### src/rtl/blinds_pkg.sv
// Shared types for the blinds level decision and motor control stages.
package blinds_pkg;

  typedef logic [1:0] level_t;

  localparam level_t LEVEL_OPEN       = 2'd0;
  localparam level_t LEVEL_THIRD      = 2'd1;
  localparam level_t LEVEL_TWO_THIRDS = 2'd2;
  localparam level_t LEVEL_CLOSED     = 2'd3;

  typedef enum logic [1:0] {
    IDLE,
    DWELL,
    MOVE_UP,
    MOVE_DOWN
  } motor_state_t;

endpackage

### src/rtl/blinds_target_filter.sv
// Glitch filter on the requested level: a value must be sampled SETTLE times in a row
// before it is promoted to goal.
module blinds_target_filter
  import blinds_pkg::*;
#(
  parameter int SETTLE = 8
) (
  input  logic   clk,
  input  logic   rst,
  input  level_t target,
  output level_t target_q,
  output level_t goal,
  output logic   goal_upd
);

  localparam int CW = $clog2(SETTLE + 1);

  level_t        target_q_reg;
  level_t        goal_reg;
  logic [CW-1:0] stab_cnt_reg;
  logic [CW-1:0] stab_cnt_next;

  // Counter saturates one past the accept point so the strobe fires once per stable run.
  always_comb begin
    stab_cnt_next = stab_cnt_reg;
    if (target != target_q_reg) begin
      stab_cnt_next = '0;
    end else if (stab_cnt_reg != CW'(SETTLE)) begin
      stab_cnt_next = stab_cnt_reg + CW'(1);
    end
  end

  assign goal_upd = (stab_cnt_reg == CW'(SETTLE - 1));

  always_ff @(posedge clk) begin
    if (rst) begin
      target_q_reg <= LEVEL_OPEN;
      stab_cnt_reg <= '0;
      goal_reg     <= LEVEL_OPEN;
    end else begin
      target_q_reg <= target;
      stab_cnt_reg <= stab_cnt_next;
      if (goal_upd) begin
        goal_reg <= target_q_reg;
      end
    end
  end

  assign target_q = target_q_reg;
  assign goal     = goal_reg;

endmodule

### src/rtl/blinds_motor_ctrl.sv
// Up/down blind motor controller: step-counted position, motor-off dwell before any
// start or reversal, and registered status outputs.
module blinds_motor_ctrl
  import blinds_pkg::*;
#(
  parameter int STEPS_PER_LEVEL = 100,
  parameter int SETTLE          = 8,
  parameter int DIR_DWELL       = 4
) (
  input  logic       clk,
  input  logic       rst,
  input  logic [1:0] target,
  output logic       motor_up,
  output logic       motor_down,
  output logic [1:0] position,
  output logic       busy,
  output logic       at_target
);

  localparam int SW = $clog2(STEPS_PER_LEVEL);
  localparam int DW = $clog2(DIR_DWELL + 1);
  localparam logic [SW-1:0] SUB_MAX = SW'(STEPS_PER_LEVEL - 1);

  level_t target_q;
  level_t goal;
  level_t goal_next;
  logic   goal_upd;

  blinds_target_filter #(
    .SETTLE(SETTLE)
  ) u_filter (
    .clk      (clk),
    .rst      (rst),
    .target   (target),
    .target_q (target_q),
    .goal     (goal),
    .goal_upd (goal_upd)
  );

  assign goal_next = goal_upd ? target_q : goal;

  motor_state_t  state_reg, state_next;
  logic [DW-1:0] dwell_cnt_reg, dwell_cnt_next;
  level_t        level_reg, level_next;
  logic [SW-1:0] sub_reg, sub_next;
  logic          motor_up_reg, motor_up_next;
  logic          motor_down_reg, motor_down_next;
  logic          busy_reg, at_target_reg;
  logic          step_up, step_down;
  logic          arrived, need_up, need_down;

  // Level 3 only exists with sub==0, so blocking a down step there covers the closed end.
  assign step_down = motor_down_reg && (level_reg != LEVEL_CLOSED);
  assign step_up   = motor_up_reg && !((level_reg == LEVEL_OPEN) && (sub_reg == '0));

  always_comb begin
    level_next = level_reg;
    sub_next   = sub_reg;
    if (step_down) begin
      if (sub_reg == SUB_MAX) begin
        sub_next   = '0;
        level_next = level_reg + 2'd1;
      end else begin
        sub_next = sub_reg + SW'(1);
      end
    end else if (step_up) begin
      if (sub_reg == '0) begin
        sub_next   = SUB_MAX;
        level_next = level_reg - 2'd1;
      end else begin
        sub_next = sub_reg - SW'(1);
      end
    end
  end

  // Decisions use the position after this edge's step against the goal currently held.
  assign arrived   = (level_next == goal) && (sub_next == '0);
  assign need_down = (goal > level_next);
  assign need_up   = (level_next > goal) || ((level_next == goal) && (sub_next != '0));

  always_comb begin
    state_next      = state_reg;
    dwell_cnt_next  = dwell_cnt_reg;
    motor_up_next   = 1'b0;
    motor_down_next = 1'b0;
    case (state_reg)
      IDLE: begin
        if (!arrived) begin
          state_next     = DWELL;
          dwell_cnt_next = '0;
        end
      end
      DWELL: begin
        if (dwell_cnt_reg == DW'(DIR_DWELL - 1)) begin
          if (need_down) begin
            state_next      = MOVE_DOWN;
            motor_down_next = 1'b1;
          end else if (need_up) begin
            state_next    = MOVE_UP;
            motor_up_next = 1'b1;
          end else begin
            state_next = IDLE;
          end
        end else begin
          dwell_cnt_next = dwell_cnt_reg + DW'(1);
        end
      end
      MOVE_DOWN: begin
        if (need_down) begin
          motor_down_next = 1'b1;
        end else if (need_up) begin
          state_next     = DWELL;
          dwell_cnt_next = '0;
        end else begin
          state_next = IDLE;
        end
      end
      MOVE_UP: begin
        if (need_up) begin
          motor_up_next = 1'b1;
        end else if (need_down) begin
          state_next     = DWELL;
          dwell_cnt_next = '0;
        end else begin
          state_next = IDLE;
        end
      end
      default: state_next = IDLE;
    endcase
  end

  always_ff @(posedge clk) begin
    if (rst) begin
      state_reg      <= IDLE;
      dwell_cnt_reg  <= '0;
      level_reg      <= LEVEL_OPEN;
      sub_reg        <= '0;
      motor_up_reg   <= 1'b0;
      motor_down_reg <= 1'b0;
      busy_reg       <= 1'b0;
      at_target_reg  <= 1'b1;
    end else begin
      state_reg      <= state_next;
      dwell_cnt_reg  <= dwell_cnt_next;
      level_reg      <= level_next;
      sub_reg        <= sub_next;
      motor_up_reg   <= motor_up_next;
      motor_down_reg <= motor_down_next;
      busy_reg       <= (state_next != IDLE);
      at_target_reg  <= (level_next == goal_next) && (sub_next == '0);
    end
  end

  assign motor_up   = motor_up_reg;
  assign motor_down = motor_down_reg;
  assign position   = level_reg;
  assign busy       = busy_reg;
  assign at_target  = at_target_reg;

endmodule

### config.mk
export PLATFORM = sky130hd
export DESIGN_NAME = blinds_motor_ctrl
export DESIGN_NICKNAME = d
export VERILOG_FILES = /design/src/rtl/blinds_pkg.sv /design/src/rtl/blinds_target_filter.sv /design/src/rtl/blinds_motor_ctrl.sv
export SDC_FILE = /design/constraint.sdc
export NUM_CORES = 1
export LEC_CHECK = 0
export ABC_AREA = 1
export BUFFER_PORTS_ARGS = -buffer_cell sky130_fd_sc_hd__buf_2
export CORE_ASPECT_RATIO = 0.7
export CORE_MARGIN = 3
export CORE_UTILIZATION = 45
export DETAILED_ROUTE_END_ITERATION = 10
export SLEW_MARGIN = 40
export SYNTH_ARGS = -nofsm -noshare
export SYNTH_HDL_FRONTEND = slang
export SYNTH_SLANG_ARGS = --single-unit
### constraint.sdc
create_clock -name clk -period 3.85 [get_ports clk]
set_clock_uncertainty 0.2 [all_clocks]
set_input_delay 0.385 -clock clk [delete_from_list [all_inputs] [get_ports clk]]
set_output_delay 0.385 -clock clk [all_outputs]
set_load 0.005 [all_outputs]
==> flow_summary.json <==
{
  "rows": 19,
  "report.final.hold_viol_count": 0,
  "slew_violations": 0,
  "ant_nets": 0,
  "grt_pass1_wl_um": 7100,
  "fin_nets": 339,
  "hp-start": "target[1]",
  "cts_buffer_depth": 2,
  "async_flop_share_pct": 0,
  "syn_area_per_cell_um2": 6.48,
  "p_leak_nw": 1.15,
  "drt_iter0_drc": 148,
  "cts_buffers": 3,
  "syn_to_final_growth_pct": 5.99,
  "power_density_nw_per_um2": 375,
  "post_cts_buffers": 0,
  "hold_class": "input port to flip-flop",
  "ioPinCount": 10,
  "viasPerCell": 4.70,
  "synthAdderAreaFrac_pct": 9.26,
  "grt_start_max_net_pins": 19,
  "synth_top_area_share_pct": 25.7,
  "seq_area_um2": 520,
  "criticalPathCategory": "flip-flop to flip-flop",
  "finalPower_mw": 0.805,
  "syn_nets": 332,
  "synthSimpleGateAreaFrac_pct": 43.0,
  "setup_viol": 0,
  "portBuffers": 9,
  "slew_headroom_pct": 67.6,
  "cts_root_buffer": "clkbuf_8",
  "via_count": 1745,
  "gp_congestion": 0.797,
  "drive_gt1_share_pct": 13.5,
  "coreArea_um2": 4110,
  "critPathLaunch": "sub_reg[0]",
  "detail_route.wl_per_cell_um": 11.0,
  "post-route-period-util_pct": 81.5,
  "grt-ovfl-total": 0,
  "ys_seq_elements": 26,
  "synth_flop_cell": "dfxtp_1",
  "ys_types": 31,
  "required_ps": 3820,
  "clk_latency_ps": 270,
  "die-area_um2": 5360,
  "yosys_warnings": 0,
  "worst_pin_slew_ps": 485,
  "largest_register_ffs": 7,
  "synth-edff-count": 0,
  "fin_crit_ps": 3140,
  "globalRouteTotalUtil_pct": 16.2,
  "die_x_um": 86.2,
  "synth_top_area_cell": "dfxtp_1",
  "dr.pass1.iters": 4,
  "crit_arrival_ps": 3110,
  "synth_mux_area_share_pct": 0,
  "r2r_start": "sub_reg[0]",
  "startpoint_type": "flip-flop",
  "rsz0062_at_grt": "no",
  "drc_errors": 0,
  "synth_area_leaders": "dfxtp_1, nand2_1, ha_1, inv_1, nor2_1",
  "multi_input_area_um2": 1240,
  "ir_drop_mv": 0.341,
  "clock_sinks": 26,
  "syn-instance-count": 313,
  "post-route-worst-setup-slack_ps": 713,
  "cts_tree": "done",
  "die_y_um": 62.2,
  "grt_antenna_before_repair": 0,
  "syn_area_um2": 2030,
  "dp_hpwl_um": 3250,
  "post_cts_resized": 0,
  "timing.setup.tns_ps": 0,
  "status": "finished, final reports clean",
  "hold_buffers": 0,
  "maxCapViolations": 0,
  "drt_wl_total_um": 4080,
  "synth_compound_area_share_pct": 6.30,
  "synth_xor_area_share_pct": 2.59,
  "synth_top_family_by_area": "simple AND/OR/NAND/NOR gates",
  "antenna_cells": 0,
  "h-tree-depth": 1,
  "cts.clk_slew.worst_paths_ps": 90,
  "seq_area_frac_synth_pct": 25.7,
  "initial_utilization_pct": 49.3,
  "cp_max_fo": 8,
  "dp_worst_setup_slack_ps": 757,
  "endpoint_kind": "flip-flop",
  "nFillCells": 433,
  "grt_pass1_vias": 1490,
  "fmax_mhz": 319
}
cells in the mapped netlist, drive strengths merged (2+ instances only):
| library cell | instances |
|---|---|
| a21oi | 13 |
| buf | 5 |
| clkbuf | 2 |
| dfxtp | 26 |
| ha | 15 |
| inv | 54 |
| nand2 | 98 |
| nand3 | 31 |
| nand4 | 4 |
| nor2 | 46 |
| nor3 | 2 |
| o211ai | 3 |
| o21ai | 2 |
| xor2 | 6 |
worst paths after layout:
| check | to | slack, ps | cells after the start |
|---|---|---|---|
| setup / recovery | dwell_cnt_reg[0] | 710 | 21 |
| hold / removal | u_filter.target_q[1] | 140 | 3 |
| setup reg to reg | dwell_cnt_reg[0] | 710 | 21 |
| hold reg to reg | dwell_cnt_reg[2] | 300 | 2 |
layout make-up:
cell class / count / share of cell area (%)
multi-input combinational: 225 / 57.7
sequential: 26 / 24.2
inverter: 55 / 9.61
tap: 52 / 3.03
timing repair buffer: 9 / 2.10
clock buffer: 3 / 1.92
clock inverter: 1 / 1.40
per-layer routing:
layer / vias to the layer above / share of wire (%) / GRT usage, %
li1: 973 / - / -
met1: 729 / 57 / 27.2
met2: 41 / 35 / 19.9
met3: 2 / 7.0 / 3.70
met4: 0 / 0.64 / 3.70
met5: - / 0 / 0
kinds of logic after synthesis:
group	count (synthesis)
xor+xnor	6
compound gates	21
simple gates	183
fa+ha+maj	15
buf+inv	62
flops	26
metrics by stage:
stage               hold WS, ps  area (um^2)  utilization [%]  cells
CTS                         125         2150             52.2    371
detailed placement          285         2080             50.5    367
floorplan                   263         2030                -    313
global placement            284         2080             50.5    367
finish                      138         2150             52.2    371
global route                138         2150             52.2    371
power by group:
part | internal [mW] | leakage (nW) | switching, mW
sequential | 0.300 | 0.211 | 0.0248
combinational | 0.0989 | 0.899 | 0.156
clock | 0.139 | 0.0357 | 0.0861
cells in the final DEF (no fill, tap or decap), types with 2 or more instances in the layout:
master,Yosys,layout
buf_2,0,9
nor2_4,3,3
a21oi_1,11,11
nand3_1,27,27
o21ai_0,2,2
nor2_2,4,4
a21oi_2,2,2
clkbuf_8,0,3
nand2_2,7,7
xor2_1,6,6
inv_2,5,5
nand2_4,2,2
inv_1,49,49
ha_1,15,15
nor2_1,38,38
nand3_2,2,2
o211ai_1,3,3
dfxtp_1,26,26
nand3_4,2,2
nand2_1,89,89
nand4_1,4,4
worst max-delay path: stages (launching register included):
cell,delay (ps)
dfxtp_1,340
inv_1,150
ha_1,290
inv_2,70
nor2_4,90
nand3_4,100
inv_1,120
nand2_1,80
nand2_1,60
nand3_1,70
nand2_1,160
ha_1,260
a21oi_1,220
inv_1,170
nor2_1,180
inv_1,80
nand2_1,60
inv_1,40
nand3_2,80
nor2_4,40
nor2_1,110
nor2_2,50
(Power assumes the default switching activity.)
